`config.mk`:
```
export PLATFORM = sky130hd
export DESIGN_NAME = cpu_bus_unit
export DESIGN_NICKNAME = d
export VERILOG_FILES = /design/src/rtl/cpu_bus_unit.sv
export SDC_FILE = /design/constraint.sdc
export NUM_CORES = 1
export LEC_CHECK = 0
export ABC_AREA = 1
export ABC_CLOCK_PERIOD_IN_PS = 3170
export BUFFER_PORTS_ARGS = -buffer_cell sky130_fd_sc_hd__buf_2
export CAP_MARGIN = 20
export CORE_MARGIN = 5
export CORE_UTILIZATION = 42
export DETAILED_ROUTE_END_ITERATION = 12
export PLACE_DENSITY = 0.68
export SYNTH_ARGS = -nofsm -noshare
export SYNTH_HDL_FRONTEND = slang
export SYNTH_SLANG_ARGS = --single-unit
```
`constraint.sdc`:
```
create_clock -name iCpuClock -period 3.17 [get_ports iCpuClock]
set_clock_uncertainty 0.2 [all_clocks]
set_input_delay 0.634 -clock iCpuClock [delete_from_list [all_inputs] [get_ports iCpuClock]]
set_output_delay 0.634 -clock iCpuClock [all_outputs]
set_load 0.05 [all_outputs]
```
`src/rtl/cpu_bus_unit.sv`:
```
// rtl/cpu_bus_unit.sv - stalling load/store bus unit with memory and IO channels
module cpu_bus_unit #(
    parameter int                DATA_W    = 32,
    parameter int                ADDR_W    = 32,
    parameter int                IO_W      = 16,
    parameter int                NUM_IO    = 4,
    parameter logic [ADDR_W-1:0] IO_BASE   = 32'hFFFFFC00,
    parameter int                IO_STRIDE = 16,
    parameter int                TIMEOUT   = 255
) (
    input  logic                         iCpuClock,
    input  logic                         iCpuResetN,
    input  logic                         iReq,
    input  logic                         iWrite,
    input  logic [1:0]                   iSize,
    input  logic                         iSignedLoad,
    input  logic [ADDR_W-1:0]            iAddr,
    input  logic [DATA_W-1:0]            iWData,
    output logic                         oStall,
    output logic                         oDone,
    output logic [DATA_W-1:0]            oRData,
    output logic                         oFault,
    output logic                         oMemReq,
    output logic                         oMemWe,
    output logic [ADDR_W-1:0]            oMemAddr,
    output logic [3:0]                   oMemByteEn,
    output logic [DATA_W-1:0]            oMemWData,
    input  logic                         iMemAck,
    input  logic [DATA_W-1:0]            iMemRData,
    output logic [NUM_IO-1:0]            oIoSel,
    output logic                         oIoWe,
    output logic [$clog2(IO_STRIDE)-1:0] oIoOffset,
    output logic [IO_W-1:0]              oIoWData,
    input  logic                         iIoAck,
    input  logic [NUM_IO*IO_W-1:0]       iIoRData
);
    localparam int OFF_W = $clog2(IO_STRIDE);
    localparam int CH_W  = (NUM_IO > 1) ? $clog2(NUM_IO) : 1;

    localparam logic [1:0] S_IDLE = 2'd0;
    localparam logic [1:0] S_MEM  = 2'd1;
    localparam logic [1:0] S_IO   = 2'd2;
    localparam logic [1:0] S_DONE = 2'd3;

    logic [1:0]        r_state;
    logic [15:0]       r_cnt;
    logic [1:0]        r_lane;
    logic [1:0]        r_size;
    logic              r_signed;
    logic              r_write;
    logic [CH_W-1:0]   r_ch;
    logic              r_done;
    logic              r_fault;
    logic [DATA_W-1:0] r_rdata;

    logic              w_in_io;
    logic [ADDR_W-1:0] w_io_idx;
    logic              w_fault;
    logic [DATA_W-1:0] w_st_data;
    logic [3:0]        w_st_be;
    logic [7:0]        w_mem_byte;
    logic [15:0]       w_mem_half;
    logic [DATA_W-1:0] w_mem_raw;
    logic [IO_W-1:0]   w_io_word;
    logic              w_ack;

    function automatic logic [DATA_W-1:0] f_extend(input logic [DATA_W-1:0] raw,
                                                   input logic [1:0] size, input logic sgn);
        case (size)
            2'b00:   f_extend = {{(DATA_W-8){sgn & raw[7]}}, raw[7:0]};
            2'b01:   f_extend = {{(DATA_W-16){sgn & raw[15]}}, raw[15:0]};
            default: f_extend = raw;
        endcase
    endfunction

    // Anything at or above IO_BASE is IO; channels past NUM_IO are unmapped holes.
    assign w_in_io  = iAddr >= IO_BASE;
    assign w_io_idx = (iAddr - IO_BASE) >> OFF_W;
    assign w_fault  = (iSize == 2'b11)
                    | ((iSize == 2'b01) & iAddr[0])
                    | ((iSize == 2'b10) & (|iAddr[1:0]))
                    | (w_in_io & (w_io_idx >= ADDR_W'(NUM_IO)));

    always_comb begin
        w_st_data = iWData;
        w_st_be   = 4'b1111;
        case (iSize)
            2'b00: begin
                w_st_data = {4{iWData[7:0]}};
                w_st_be   = 4'b0001 << iAddr[1:0];
            end
            2'b01: begin
                w_st_data = {2{iWData[15:0]}};
                w_st_be   = iAddr[1] ? 4'b1100 : 4'b0011;
            end
            default: ;
        endcase
        if (!iWrite) w_st_be = 4'b0000;
    end

    assign w_mem_byte = iMemRData[{r_lane, 3'b000} +: 8];
    assign w_mem_half = r_lane[1] ? iMemRData[31:16] : iMemRData[15:0];
    assign w_mem_raw  = (r_size == 2'b00) ? DATA_W'(w_mem_byte) :
                        (r_size == 2'b01) ? DATA_W'(w_mem_half) : iMemRData;
    assign w_io_word  = iIoRData[int'(r_ch)*IO_W +: IO_W];
    assign w_ack      = (r_state == S_MEM) ? iMemAck : iIoAck;

    always_ff @(posedge iCpuClock or negedge iCpuResetN) begin
        if (!iCpuResetN) begin
            r_state    <= S_IDLE;
            r_cnt      <= '0;
            r_lane     <= '0;
            r_size     <= '0;
            r_signed   <= 1'b0;
            r_write    <= 1'b0;
            r_ch       <= '0;
            r_done     <= 1'b0;
            r_fault    <= 1'b0;
            r_rdata    <= '0;
            oMemReq    <= 1'b0;
            oMemWe     <= 1'b0;
            oMemAddr   <= '0;
            oMemByteEn <= '0;
            oMemWData  <= '0;
            oIoSel     <= '0;
            oIoWe      <= 1'b0;
            oIoOffset  <= '0;
            oIoWData   <= '0;
        end else begin
            case (r_state)
                S_IDLE: if (iReq) begin
                    r_lane   <= iAddr[1:0];
                    r_size   <= iSize;
                    r_signed <= iSignedLoad;
                    r_write  <= iWrite;
                    r_cnt    <= '0;
                    if (w_fault) begin
                        r_state <= S_DONE;
                        r_done  <= 1'b1;
                        r_fault <= 1'b1;
                        r_rdata <= '0;
                    end else if (w_in_io) begin
                        r_state   <= S_IO;
                        r_ch      <= w_io_idx[CH_W-1:0];
                        oIoSel    <= NUM_IO'(1) << w_io_idx[CH_W-1:0];
                        oIoWe     <= iWrite;
                        oIoOffset <= iAddr[OFF_W-1:0];
                        oIoWData  <= iWData[IO_W-1:0];
                    end else begin
                        r_state    <= S_MEM;
                        oMemReq    <= 1'b1;
                        oMemWe     <= iWrite;
                        oMemAddr   <= {iAddr[ADDR_W-1:2], 2'b00};
                        oMemByteEn <= w_st_be;
                        oMemWData  <= w_st_data;
                    end
                end
                S_MEM, S_IO: begin
                    // An ack on the final counted cycle takes priority over the timeout.
                    if (w_ack || (r_cnt == 16'(TIMEOUT - 1))) begin
                        r_state    <= S_DONE;
                        r_done     <= 1'b1;
                        r_fault    <= ~w_ack;
                        if (!w_ack || r_write)
                            r_rdata <= '0;
                        else if (r_state == S_MEM)
                            r_rdata <= f_extend(w_mem_raw, r_size, r_signed);
                        else
                            r_rdata <= f_extend(DATA_W'(w_io_word), r_size, r_signed);
                        oMemReq    <= 1'b0;
                        oMemWe     <= 1'b0;
                        oMemAddr   <= '0;
                        oMemByteEn <= '0;
                        oMemWData  <= '0;
                        oIoSel     <= '0;
                        oIoWe      <= 1'b0;
                        oIoOffset  <= '0;
                        oIoWData   <= '0;
                    end else begin
                        r_cnt <= r_cnt + 16'd1;
                    end
                end
                default: begin
                    r_state <= S_IDLE;
                    r_done  <= 1'b0;
                    r_fault <= 1'b0;
                    r_rdata <= '0;
                end
            endcase
        end
    end

    assign oDone  = r_done;
    assign oFault = r_fault;
    assign oRData = r_rdata;
    assign oStall = iReq & iCpuResetN & (r_state != S_DONE);
endmodule

```
==> Yosys cells after proc, flatten, opt, wreduce, memory -nomap -nowiden <==
Cells that the tools add are included.
{ "totals": {"reg_bits": 155, "wordCells": 142, "out_inout_bits": 130} }
{ "classes": {"n_shift": 4, "order_cmp": 2, "bitwise": 14, "add_sub_neg": 2, "mux": 70, "n_eq_ne": 15, "reduce_logical": 16} }
{ "op_table": {"columns": ["operator", "n"], "rows": [
  ["$mux 32", 14],
  ["$pmux 32 s2", 6],
  ["$mux 16", 7],
  ["$pmux 16 s2", 2],
  ["$shiftx 64x7->16", 1],
  ["$mux 4", 12],
  ["$ge 32x32->1 const B", 1],
  ["$pmux 4 s2", 4],
  ["$shiftx 32x6->8", 1],
  ["$sub 32x32->32 const B", 1],
  ["$ge 28x3->1 const B", 1],
  ["$add 16x1->16 const B", 1],
  ["$eq 16x8->1 const B", 1],
  ["$ne 2x2->1 const B", 8],
  ["$mux 1", 15],
  ["$pmux 1 s2", 5],
  ["$reduce_and 5->1", 2],
  ["$and 1x1->1", 9],
  ["$mux 2", 4],
  ["$shl 1x2->4 const A", 2],
  ["$eq 2x1->1 const B", 3],
  ["$eq 2x2->1 const B", 3],
  ["$logic_not 2->1", 3],
  ["$reduce_and 3->1", 2],
  ["9 further kinds", 15]
]} }

==> Logic depth before layout (Yosys ltp) <==
Gate-level depths: netlist of the first run.
{ "depth": {"depth_word": 9, "mapped_depth": 17, "ltp_nobuf": 16} }

==> Least setup slack after synthesis of the first run <==
OpenSTA, ideal clock, no wires.
{ "synth_timing": {"path_type": "flip-flop to flip-flop", "startpoint": "register r_state[0]", "endpoint": "register r_rdata[21], in the netlist oRData[21]", "synth_period_minus_slack_ns": 2.278, "t_arrival_ns": 2.012, "path_stages_with_launch": 11, "setup_slack_ns": 0.892, "path_buffers": 2, "path_cell_list": "dfrtp_1 > inv_1 > ha_1 > buf_2 > inv_2 > nor3_2 > o211ai_2 > buf_2 > nor2_1 > nand3_1 > nand2_1"} }
{ "synth_via": {"elab_chain_len": 7} }
{ "synth_lines": {"columns": ["item", "line", "rtl"], "rows": [
  ["start, declared", "45", "logic [1:0] r_state;"],
  ["start signal, assigned", "110", "r_state <= S_IDLE;"],
  ["start signal, assigned", "138", "r_state <= S_DONE;"],
  ["start signal, assigned", "143", "r_state <= S_IO;"],
  ["$eq 2x1->1", "106, 130, 166", null],
  ["$mux 1", "106", "assign w_ack = (r_state == S_MEM) ? iMemAck : iIoAck;"],
  ["$logic_not 1->1", "164", "if (!w_ack || r_write)"],
  ["$logic_or 1x1->1", "164", null],
  ["$mux 32", "164", null],
  ["$mux 32", "160", "if (w_ack || (r_cnt == 16'(TIMEOUT - 1))) begin"],
  ["$pmux 32 s2", "130", "case (r_state)"],
  ["end signal, assigned", "167", "r_rdata <= f_extend(w_mem_raw, r_size, r_signed);"],
  ["end signal, assigned", "169", "r_rdata <= f_extend(DATA_W'(w_io_word), r_size, r_signed);"],
  ["end, declared", "54", "logic [DATA_W-1:0] r_rdata;"]
]} }
Parallel ways exist; a longest one is shown, timed or not. The select of a mux whose other input is x is not followed.
A chain may end at the register's enable or synchronous reset.

==> Worst setup path after layout of the first run <==
{ "layout_timing": {"startpoint": "register r_ch[0]", "endpoint": "register r_rdata[30], in the netlist oRData[30]"} }
{ "layout_via": {"elab_chain_len": 7} }
{ "layout_lines": {"columns": ["item", "line", "rtl"], "rows": [
  ["start, declared", "51", "logic [CH_W-1:0] r_ch;"],
  ["start signal, assigned", "144", "r_ch <= w_io_idx[CH_W-1:0];"],
  ["$shiftx 64x7->16 *", "105", "assign w_io_word = iIoRData[int'(r_ch)*IO_W +: IO_W];"],
  ["$and 1x1->1, on equally long branches", "71, 70", null],
  ["$pmux 32 s2 *", "69", "case (size)"],
  ["$mux 32 *", "166", "else if (r_state == S_MEM)"],
  ["$mux 32 *", "164", null],
  ["$mux 32 *", "160", null],
  ["$pmux 32 s2 *", "130", null]
]} }
Every way passes the cells marked *; elsewhere a longest branch is shown, timed or not. The select of a mux whose other input is x is not followed.

==> results of run 1 <==
cells by family (layout without fill, tap and decap cells):
group                    count (synthesis)  after routing
AND/OR/NAND/NOR                        612            612
AO/OA/AOI/OAI                          290            290
buffers and inverters                  158            443
flip-flops                             153            153
XOR/XNOR                                 7              7
adder cells (fa/ha/maj)                  6              6
multiplexers                             2              2
other                                    1              2
cell usage in the layout, fill, tap and decap left out, types with 12 or more instances in the layout:
master     Yosys  layout
buf_2         22     295
nand3_1       71      71
dfrtp_1      153     153
nand4_1       12      12
o21ai_0      130     130
clkbuf_16      0      17
a21oi_1       67      67
nand2_1      364     363
buf_4          4      18
inv_1         88      88
o21ai_1       50      50
nor2_1       129     129
worst max path at each step:
stage | end | slack [ps] | startpoint
after floorplan | oRData[21] | 890 | r_state[0]
after global placement | oMemWData[18] | 240 | iAddr[12]
after detailed placement | oMemWData[18] | 190 | iAddr[12]
after CTS | oMemWData[30] | 250 | r_state[0]
after global routing | oRData[18] | 190 | r_size[0]
final | oRData[30] | 390 | r_ch[0]
registers in the layout, summed over array words and instances (netlist names):
| name | count |
|---|---|
| oIoSel | 4 |
| oIoWData | 16 |
| r_state | 2 |
| r_cnt | 16 |
| oIoWe | 1 |
| r_lane | 2 |
| oMemWData | 32 |
| r_size | 2 |
| oMemAddr | 30 |
| oFault | 1 |
| r_write | 1 |
| oIoOffset | 4 |
| r_signed | 1 |
| oRData | 32 |
| r_ch | 2 |
| oDone | 1 |
| oMemWe | 1 |
| oMemReq | 1 |
| oMemByteEn | 4 |
stage by stage:
stage,cells,area [um2]
after floorplan,1230,8760
after global placement,1753,10500
after detailed placement,1753,10500
after CTS,1785,11100
after global routing,1785,11100
final,1785,11100
routing by layer:
layer / vias up / part of all wire (%)
met1: 4174 / 42
met5: - / 0
met4: 0 / 2.3
met3: 40 / 9.6
met2: 384 / 46
li1: 4594 / -
cell type report:
class	instances	area [um2]	area share, %
Inverter	93	349	3.14
Tap cell	270	338	3.04
Multi-Input combinational cell	919	4280	38.5
Clock inverter	15	189	1.70
Timing Repair Buffer	318	1700	15.3
Sequential cell	153	3830	34.5
Clock buffer	17	425	3.83
what timing repair did:
item | in CTS | in global routing
resized for setup | 0 | 1
setup endpoints to repair | 0 | 3
hold buffers | 0 | 0
buffers inserted | 0 | 0
report_power, final:
part,internal [mW],switching [mW]
clock network,1.08,1.01
registers,2.67,0.400
logic,1.69,5.32
total,5.44,6.73
synth_stat cells, drive strengths merged:
cell	count
a31oi	7
nor3	9
ha	6
nand3b	1
xnor2	2
nor4	3
o2bb2ai	1
mux2	2
o211ai	8
dfrtp	153
clkinv	3
nor2	140
o221ai	6
nand4	12
nor4b	1
conb	1
xor2	5
inv	90
buf	30
a211oi	2
o21ai	181
nand3	72
clkbuf	35
a21oi	67
or2	4
nand2	369
o22ai	8
o22a	3
nor3b	1
o31ai	7
==> flow_metrics.tcl, run 1 <==
set metrics [dict create \
    synth_xor_area_share_pct 0.701 \
    top_usage_layer "met2" \
    use_met1_pct 32.3 \
    antenna_cells 0 \
    port_buffers 296 \
    r2r_slack_ps 390 \
    numCtsBuffers 17 \
    cts_tree "done" \
    crit_slowest_cell "dfrtp_1" \
    nNetsFinal 1677 \
    synth_top_family_by_area "simple AND/OR/NAND/NOR gates" \
    synth_compound_area_share_pct 17.9 \
    yosys-top-cells-area "dfrtp_1 44%, nand2_1 16%, o21ai_0 7.4%, nor2_1 5.5%, nand3_1 4.1%" \
    die_height_um 154 \
    hold_viol 0 \
    syn_avg_cell_area_um2 7.12 \
    netlist_area_um2 8750 \
    hold_ws_ps 184 \
    cts_root_buf "clkbuf_16" \
    ys_ff_latch 153 \
    reg2regPathDepth 11 \
    critPathKind "reg2reg" \
    drc 0 \
    h-tree-depth 4 \
    clk_pin_slew_ps 70 \
    grt_pass1_wl_um 47600 \
    pin_count 299 \
    timing.fmax_ghz 0.360 \
    setup_slack_ps 390 \
    track_usage_pct 24.8 \
    wl_per_cell_um 16.8 \
    status "completed" \
    tritoncts_num_sinks 153 \
    cp.buffers_inverters 2 \
    start_util_pct 43.0 \
    finalPower_mw 12.2 \
    period_needed_ps 2780 \
    antenna_found_initial 0 \
    worst_pin_slew_ps 810 \
    synthCells 1229 \
    irDropWorstVdd_mv 0.608 \
    yosys-mux-area-fraction_pct 0.257 \
    grt_overflow 0 \
    critPathArrivalTime_ps 2900 \
    rsz0062_at_grt "false" \
    viasPerCell 5.15 \
    area_delta_synth_final_pct 26.9 \
    drt_wl_total_um 30000 \
    drv_slew 0 \
    synth-simple-area-share_pct 29.0 \
    layout-drive-gt1-share_pct 25.1 \
    period_share_pct 87.7 \
    fp.coreArea_um2 20400 \
    gp_congestion 0.886 \
    drt_pass1_iterations 5 \
    setup_violations 0 \
    yosysSeqAreaShare_pct 43.7 \
    die_area_um2 23800 \
    nFillCells 2042 \
    max_cap_viol_count 0 \
    synth_adder_area_share_pct 0.858 \
    startpoint_type "flip-flop" \
    path_delay_family "simple AND/OR/NAND/NOR gates" \
    num_rows 52 \
    crit_fanout 24 \
    ys_warn_count 0 \
    hpwlAfterDp_um 22500 \
    grt.met2_usage_pct 40.0 \
    synth_area_leader_cell "dfrtp_1" \
    reg2reg_to "oRData[30]" \
    worstSetupEndpointType "flip-flop" \
    r2r_start "r_ch[0]" \
    grt_pass1_vias 8819 \
    max_slew_margin_pct 46.0 \
    cp_cell_sequence "inv_1 > buf_4 > o21ai_1 > o22a_1 > nor2_1 > nor2_2 > nand2_1 > o211ai_2 > nor2_1 > nand3_1 > nand2_1" \
    setup_tns_ps 0 \
    path_depth 11 \
    drt_iter0_drc 684 \
    min_path_type "in2async" \
    dieWidth_um 154 \
    post-route-util_pct 54.5 \
    met3_usage_pct 7.60 \
    vias 9192 \
    place_ws_ps 185 \
    clk_latency_ps 430 \
    required_ps 3290 \
    cts_buffer_depth 2 \
    grt_max_degree 154 \
    ant_nets 0 \
    p_per_area_nw_per_um2 1100 \
    synthDistinctLibCells 44 \
    max_stage_delay_ps 660 \
    p_leak_nw 5.83 \
    yosysTopAreaCellShare_pct 43.7 \
]
No activity file was read; power rests on OpenSTA's default activity.
==> run 2, diff against run 1 <==
--- a/config.mk
+++ b/config.mk
@@ -6,13 +6,12 @@
 export NUM_CORES = 1
 export LEC_CHECK = 0
 export ABC_AREA = 1
-export ABC_CLOCK_PERIOD_IN_PS = 3170
+export ABC_CLOCK_PERIOD_IN_PS = 2500
 export BUFFER_PORTS_ARGS = -buffer_cell sky130_fd_sc_hd__buf_2
 export CAP_MARGIN = 20
-export CORE_MARGIN = 5
 export CORE_UTILIZATION = 42
 export DETAILED_ROUTE_END_ITERATION = 12
-export PLACE_DENSITY = 0.68
+export PLACE_DENSITY = 0.7
 export SYNTH_ARGS = -nofsm -noshare
 export SYNTH_HDL_FRONTEND = slang
 export SYNTH_SLANG_ARGS = --single-unit
==> constraint.sdc (replaced) <==
create_clock -name iCpuClock -period 2.5 [get_ports iCpuClock]
set_clock_uncertainty 0.2 [all_clocks]
set_input_delay 0.5 -clock iCpuClock [delete_from_list [all_inputs] [get_ports iCpuClock]]
set_output_delay 0.5 -clock iCpuClock [all_outputs]
set_load 0.05 [all_outputs]
==> flow_metrics.tcl, run 2 (synthesized netlist as in run 1, its figures left out) <==
set metrics [dict create \
    status "completed" \
    cts_tree "done" \
    viasPerCell 5.15 \
    layout_common_cells "363 x nand2_1, 294 x buf_2, 153 x dfrtp_1, 130 x o21ai_0, 128 x nor2_1" \
    vias 9414 \
    pin_count 299 \
    nNetsFinal 1717 \
    path_delay_family "simple AND/OR/NAND/NOR gates" \
    reg2reg_to "r_cnt[8]" \
    power_frac_clock_pct 17.0 \
    clk_latency_ps 420 \
    p_leak_nw 6.04 \
    critPathArrivalTime_ps 2450 \
    period_needed_ps 2300 \
    reg2regPathDepth 10 \
    fp.coreArea_um2 20300 \
    startpoint_type "flip-flop" \
    r2r_start "r_state[0]" \
    grt_overflow 0 \
    hpwlAfterDp_um 22200 \
    h-tree-depth 4 \
    track_usage_pct 27.6 \
    postCtsSetupBuffers 0 \
    cts_root_buf "clkbuf_16" \
    r2r_slack_ps 200 \
    wl_per_cell_um 16.0 \
    comb_power_share_pct 58.6 \
    ant_nets 0 \
    area_delta_synth_final_pct 31.3 \
    cp.buffers_inverters 1 \
    numCtsBuffers 17 \
    required_ps 2650 \
    start_util_pct 43.1 \
    worst_pin_slew_ps 820 \
    pwr-share-seq_pct 24.4 \
    clk_pin_slew_ps 70 \
    drv_slew 0 \
    max_slew_margin_pct 45.3 \
    max_stage_delay_ps 410 \
    gp_congestion 0.968 \
    max_cap_viol_count 0 \
    grt_pass1_vias 8880 \
    setup_violations 0 \
    grt_max_degree 154 \
    drt_iter0_drc 543 \
    finalPower_mw 16.0 \
    p_per_area_nw_per_um2 1390 \
    drc 0 \
    layout-drive-gt1-share_pct 27.3 \
    min_path_type "in2async" \
    drt_pass1_iterations 7 \
    worstSetupEndpointType "flip-flop" \
    p_sw_share_pct 53.2 \
    hold_viol 0 \
    hold_ws_ps 17.1 \
    antenna_found_initial 1 \
    die_area_um2 21400 \
    num_rows 52 \
    die_height_um 146 \
    cpMostUsedCell "nand2_1" \
    tritoncts_num_sinks 153 \
    crit_slowest_cell "ha_2" \
    irDropWorstVdd_mv 0.801 \
    critPathKind "reg2reg" \
    internal-power_mw 7.48 \
    dieWidth_um 146 \
    drt_wl_total_um 29200 \
    cp_cell_sequence "inv_1 > ha_2 > nor2_1 > a211oi_1 > nand2_1 > nor2_2 > nand2_1 > o21ai_0 > nand2_1 > nor2_1" \
    period_share_pct 92.1 \
    layout_commonest_cell "nand2_1" \
    grt_pass1_wl_um 46700 \
    port_buffers 296 \
    cts_buffer_depth 2 \
    timing.fmax_ghz 0.435 \
    crit_fanout 7 \
    power.switching_mw 8.51 \
]
==> run 2: cell count changes in the layout (fill, tap and decap cells not counted), moves of 2 or more <==
cell,before,now
buf_12,4,9
inv_8,5,3
clkinv_4,0,2
buf_4,18,54
diode_2,0,2
bufinv_16,0,2
clkinv_8,5,1
==> run 2: per-stage QoR <==
step	worst slack [ps]	area (um2)	std cells	utilization [%]	TNS, ps
final	199	11500	1827	56.6	0
after global routing	-4.79	11500	1826	56.6	-5.96
after CTS	143	11500	1825	56.5	0
after detailed placement	-28.3	10900	1793	53.5	-354
after global placement	10.5	10900	1793	53.5	0
after floorplan	222	8760	1230	-	0
==> run 2: cell type report <==
cell class	count	area (um2)
Fill cell	2016	8810
Multi-Input combinational cell	919	4290
Sequential cell	153	3830
Timing Repair Buffer	358	2070
Clock buffer	18	439
Inverter	93	349
Tap cell	270	338
Clock inverter	14	179
Antenna cell	2	5.00
==> run 2: power by group through the flow <==
stage	Combinational (mW)	Sequential, mW	Clock (mW)
3_5_place_dp	9.36	3.92	0
3_3_place_gp	9.24	3.91	0
4_1_cts	9.36	3.90	2.76
2_1_floorplan	4.02	6.40	0
6_report	9.36	3.91	2.72
5_1_grt	10.2	4.01	2.87
==> run 2: worst reg2reg max path, stage by stage, from the launching register on <==
cell	delay, ps
dfrtp_1	400
inv_1	80
ha_2	410
nor2_1	120
a211oi_1	220
nand2_1	200
nor2_2	190
nand2_1	120
o21ai_0	160
nand2_1	60
nor2_1	80
==> run 2: worst max path at each step <==
stage	slack (ps)	startpoint	cells after the start	to
5_1_grt	-5	r_state[1]	12	oRData[15]
3_5_place_dp	-30	iAddr[12]	11	oMemWData[21]
4_1_cts	140	r_state[0]	10	r_cnt[8]
2_1_floorplan	220	r_state[0]	10	oRData[21]
6_report	200	r_state[0]	10	r_cnt[8]
3_3_place_gp	10	iAddr[12]	10	oMemWData[10]
==> run 2: layer usage <==
layer,up-vias,share of wire [%],global-route usage [%]
met1,4320,43,36.2
met3,35,8.0,6.13
met5,-,0,0
met4,0,1.7,7.86
li1,4665,-,-
met2,394,47,45.6
==> run 2: what timing repair did <==
item,4_1_cts,5_1_grt
endpoints found under the setup margin,0,58
gates resized for setup,0,5
hold buffers,0,0
==> run 3, diff against run 2 <==
--- a/config.mk
+++ b/config.mk
@@ -9,9 +9,9 @@
 export ABC_CLOCK_PERIOD_IN_PS = 2500
 export BUFFER_PORTS_ARGS = -buffer_cell sky130_fd_sc_hd__buf_2
 export CAP_MARGIN = 20
-export CORE_UTILIZATION = 42
+export CORE_UTILIZATION = 39
 export DETAILED_ROUTE_END_ITERATION = 12
-export PLACE_DENSITY = 0.7
+export PLACE_DENSITY = 0.66
 export SYNTH_ARGS = -nofsm -noshare
 export SYNTH_HDL_FRONTEND = slang
 export SYNTH_SLANG_ARGS = --single-unit
==> flow_metrics.tcl, run 3 (synthesized netlist as in run 1, its figures left out) <==
set metrics [dict create \
    max_cap_viol_count 0 \
    worst_pin_slew_ps 810 \
    layout_common_cells "363 x nand2_1, 295 x buf_2, 153 x dfrtp_1, 128 x nor2_1, 128 x o21ai_0" \
    gp_congestion 0.926 \
    drt_pass1_iterations 5 \
    timing.fmax_ghz 0.434 \
    stdcell_count 1830 \
    max_slew_margin_pct 46.0 \
    fp.coreArea_um2 21900 \
    track_usage_pct 26.2 \
    h-tree-depth 4 \
    worstSetupEndpointType "flip-flop" \
    drv_slew 0 \
    layout-drive-gt1-share_pct 27.0 \
    numCtsBuffers 17 \
    dieWidth_um 152 \
    r2r_start "r_state[1]" \
    pin_count 299 \
    reg2reg_to "oMemWData[7]" \
    startpoint "r_state[1]" \
    drt_iter0_drc 618 \
    grt_overflow 0 \
    grt_pass1_wl_um 48300 \
    wl_per_cell_um 16.5 \
    die_area_um2 23000 \
    grt_pass1_vias 9138 \
    nNetsFinal 1711 \
    min_path_type "in2async" \
    crit_fanout 39 \
    final_cell_area_um2 11500 \
    r2r_slack_ps 190 \
    cts_root_buf "clkbuf_16" \
    placed_cells 1796 \
    area_delta_synth_final_pct 30.9 \
    max_stage_delay_ps 400 \
    cts_tree "done" \
    critPathArrivalTime_ps 2410 \
    num_rows 54 \
    irDropWorstVdd_mv 0.910 \
    die_height_um 152 \
    cpMostUsedCell "nand2_1" \
    clk_pin_slew_ps 70 \
    drc 0 \
    cp_cell_sequence "inv_1 > ha_2 > clkinv_1 > nand2_1 > nand2_1 > inv_1 > nand3_1 > nand2_1 > nor2_4 > o21ai_4 > buf_6 > o21ai_0" \
    ant_nets 0 \
    hpwlAfterDp_um 22500 \
    setup_tns_ps 0 \
    cp.buffers_inverters 4 \
    crit_slowest_cell "dfrtp_1" \
    grt_max_degree 154 \
    cts_resized 0 \
    port_buffers 296 \
    drt_wl_total_um 30100 \
    status "completed" \
    reg2regPathDepth 12 \
    start_util_pct 40.0 \
    cts_buffer_depth 2 \
    p_leak_nw 6.01 \
    layout_commonest_cell "nand2_1" \
    period_needed_ps 2310 \
    antenna_found_initial 0 \
    startpoint_type "flip-flop" \
    postCtsHoldBufs 0 \
    dpl_cell_area_um2 10800 \
    clk_latency_ps 430 \
    setup_violations 0 \
    hold_viol 0 \
    vias 9402 \
    post-route-util_pct 52.3 \
    postCtsSetupBuffers 0 \
    tritoncts_num_sinks 153 \
    viasPerCell 5.14 \
    critPathKind "reg2reg" \
    period_share_pct 92.3 \
    p_per_area_nw_per_um2 1390 \
    required_ps 2600 \
    path_delay_family "buffers and inverters" \
]
[run 3: cell count changes in the layout (fill, tap and decap cells not counted), sizes merged]
cell	before	now
inv	98	97
bufinv	2	1
buf	358	351
clkinv	6	9
diode	2	1
[run 3: how the worst max path moves through the flow]
stage          cells past startpoint      endpoint  slack (ps)
2_1_floorplan                     10    oRData[21]         220
3_5_place_dp                      16  oIoWData[10]         -70
5_1_grt                           13   oMemAddr[6]          -4
3_3_place_gp                      16   oIoWData[0]         -30
6_report                          12  oMemWData[7]         190
4_1_cts                           12   oMemAddr[7]          90
[run 3: worst reg2reg max path, stage by stage (launching register included)]
cell	delay, ps
dfrtp_1	400
inv_1	120
ha_2	210
clkinv_1	90
nand2_1	60
nand2_1	80
inv_1	100
nand3_1	80
nand2_1	150
nor2_4	70
o21ai_4	110
buf_6	350
o21ai_0	160
[run 3: power by group]
group          internal [mW]  switching, mW
logic                   2.50           6.90
registers               3.39          0.504
clock network           1.43           1.21
[run 3: layer usage]
metal	wire (um)	part of all wire (%)	track usage, %
met5	0	0	0
met4	574	1.9	8.10
met3	2290	7.6	5.93
met2	14300	47	43.5
met1	13000	43	34.0
[run 3: area by class of cell]
class / instances / area (um2)
Antenna cell: 1 / 2.50
Inverter: 93 / 349
Sequential cell: 153 / 3830
Clock inverter: 15 / 180
Fill cell: 2203 / 10400
Multi-Input combinational cell: 919 / 4310
Clock buffer: 17 / 425
Timing Repair Buffer: 352 / 2020
Tap cell: 280 / 350
[run 3: metrics by stage]
step / setup slack, ps / hold WS (ps) / power, mW
4_1_cts: 87.4 / 79.8 / 15.8
3_3_place_gp: -33.2 / 249 / 13.1
2_1_floorplan: 222 / 4.41 / 10.4
5_1_grt: -4.33 / 108 / 17.0
6_report: 193 / 43.9 / 15.9
3_5_place_dp: -65.3 / 253 / 13.2
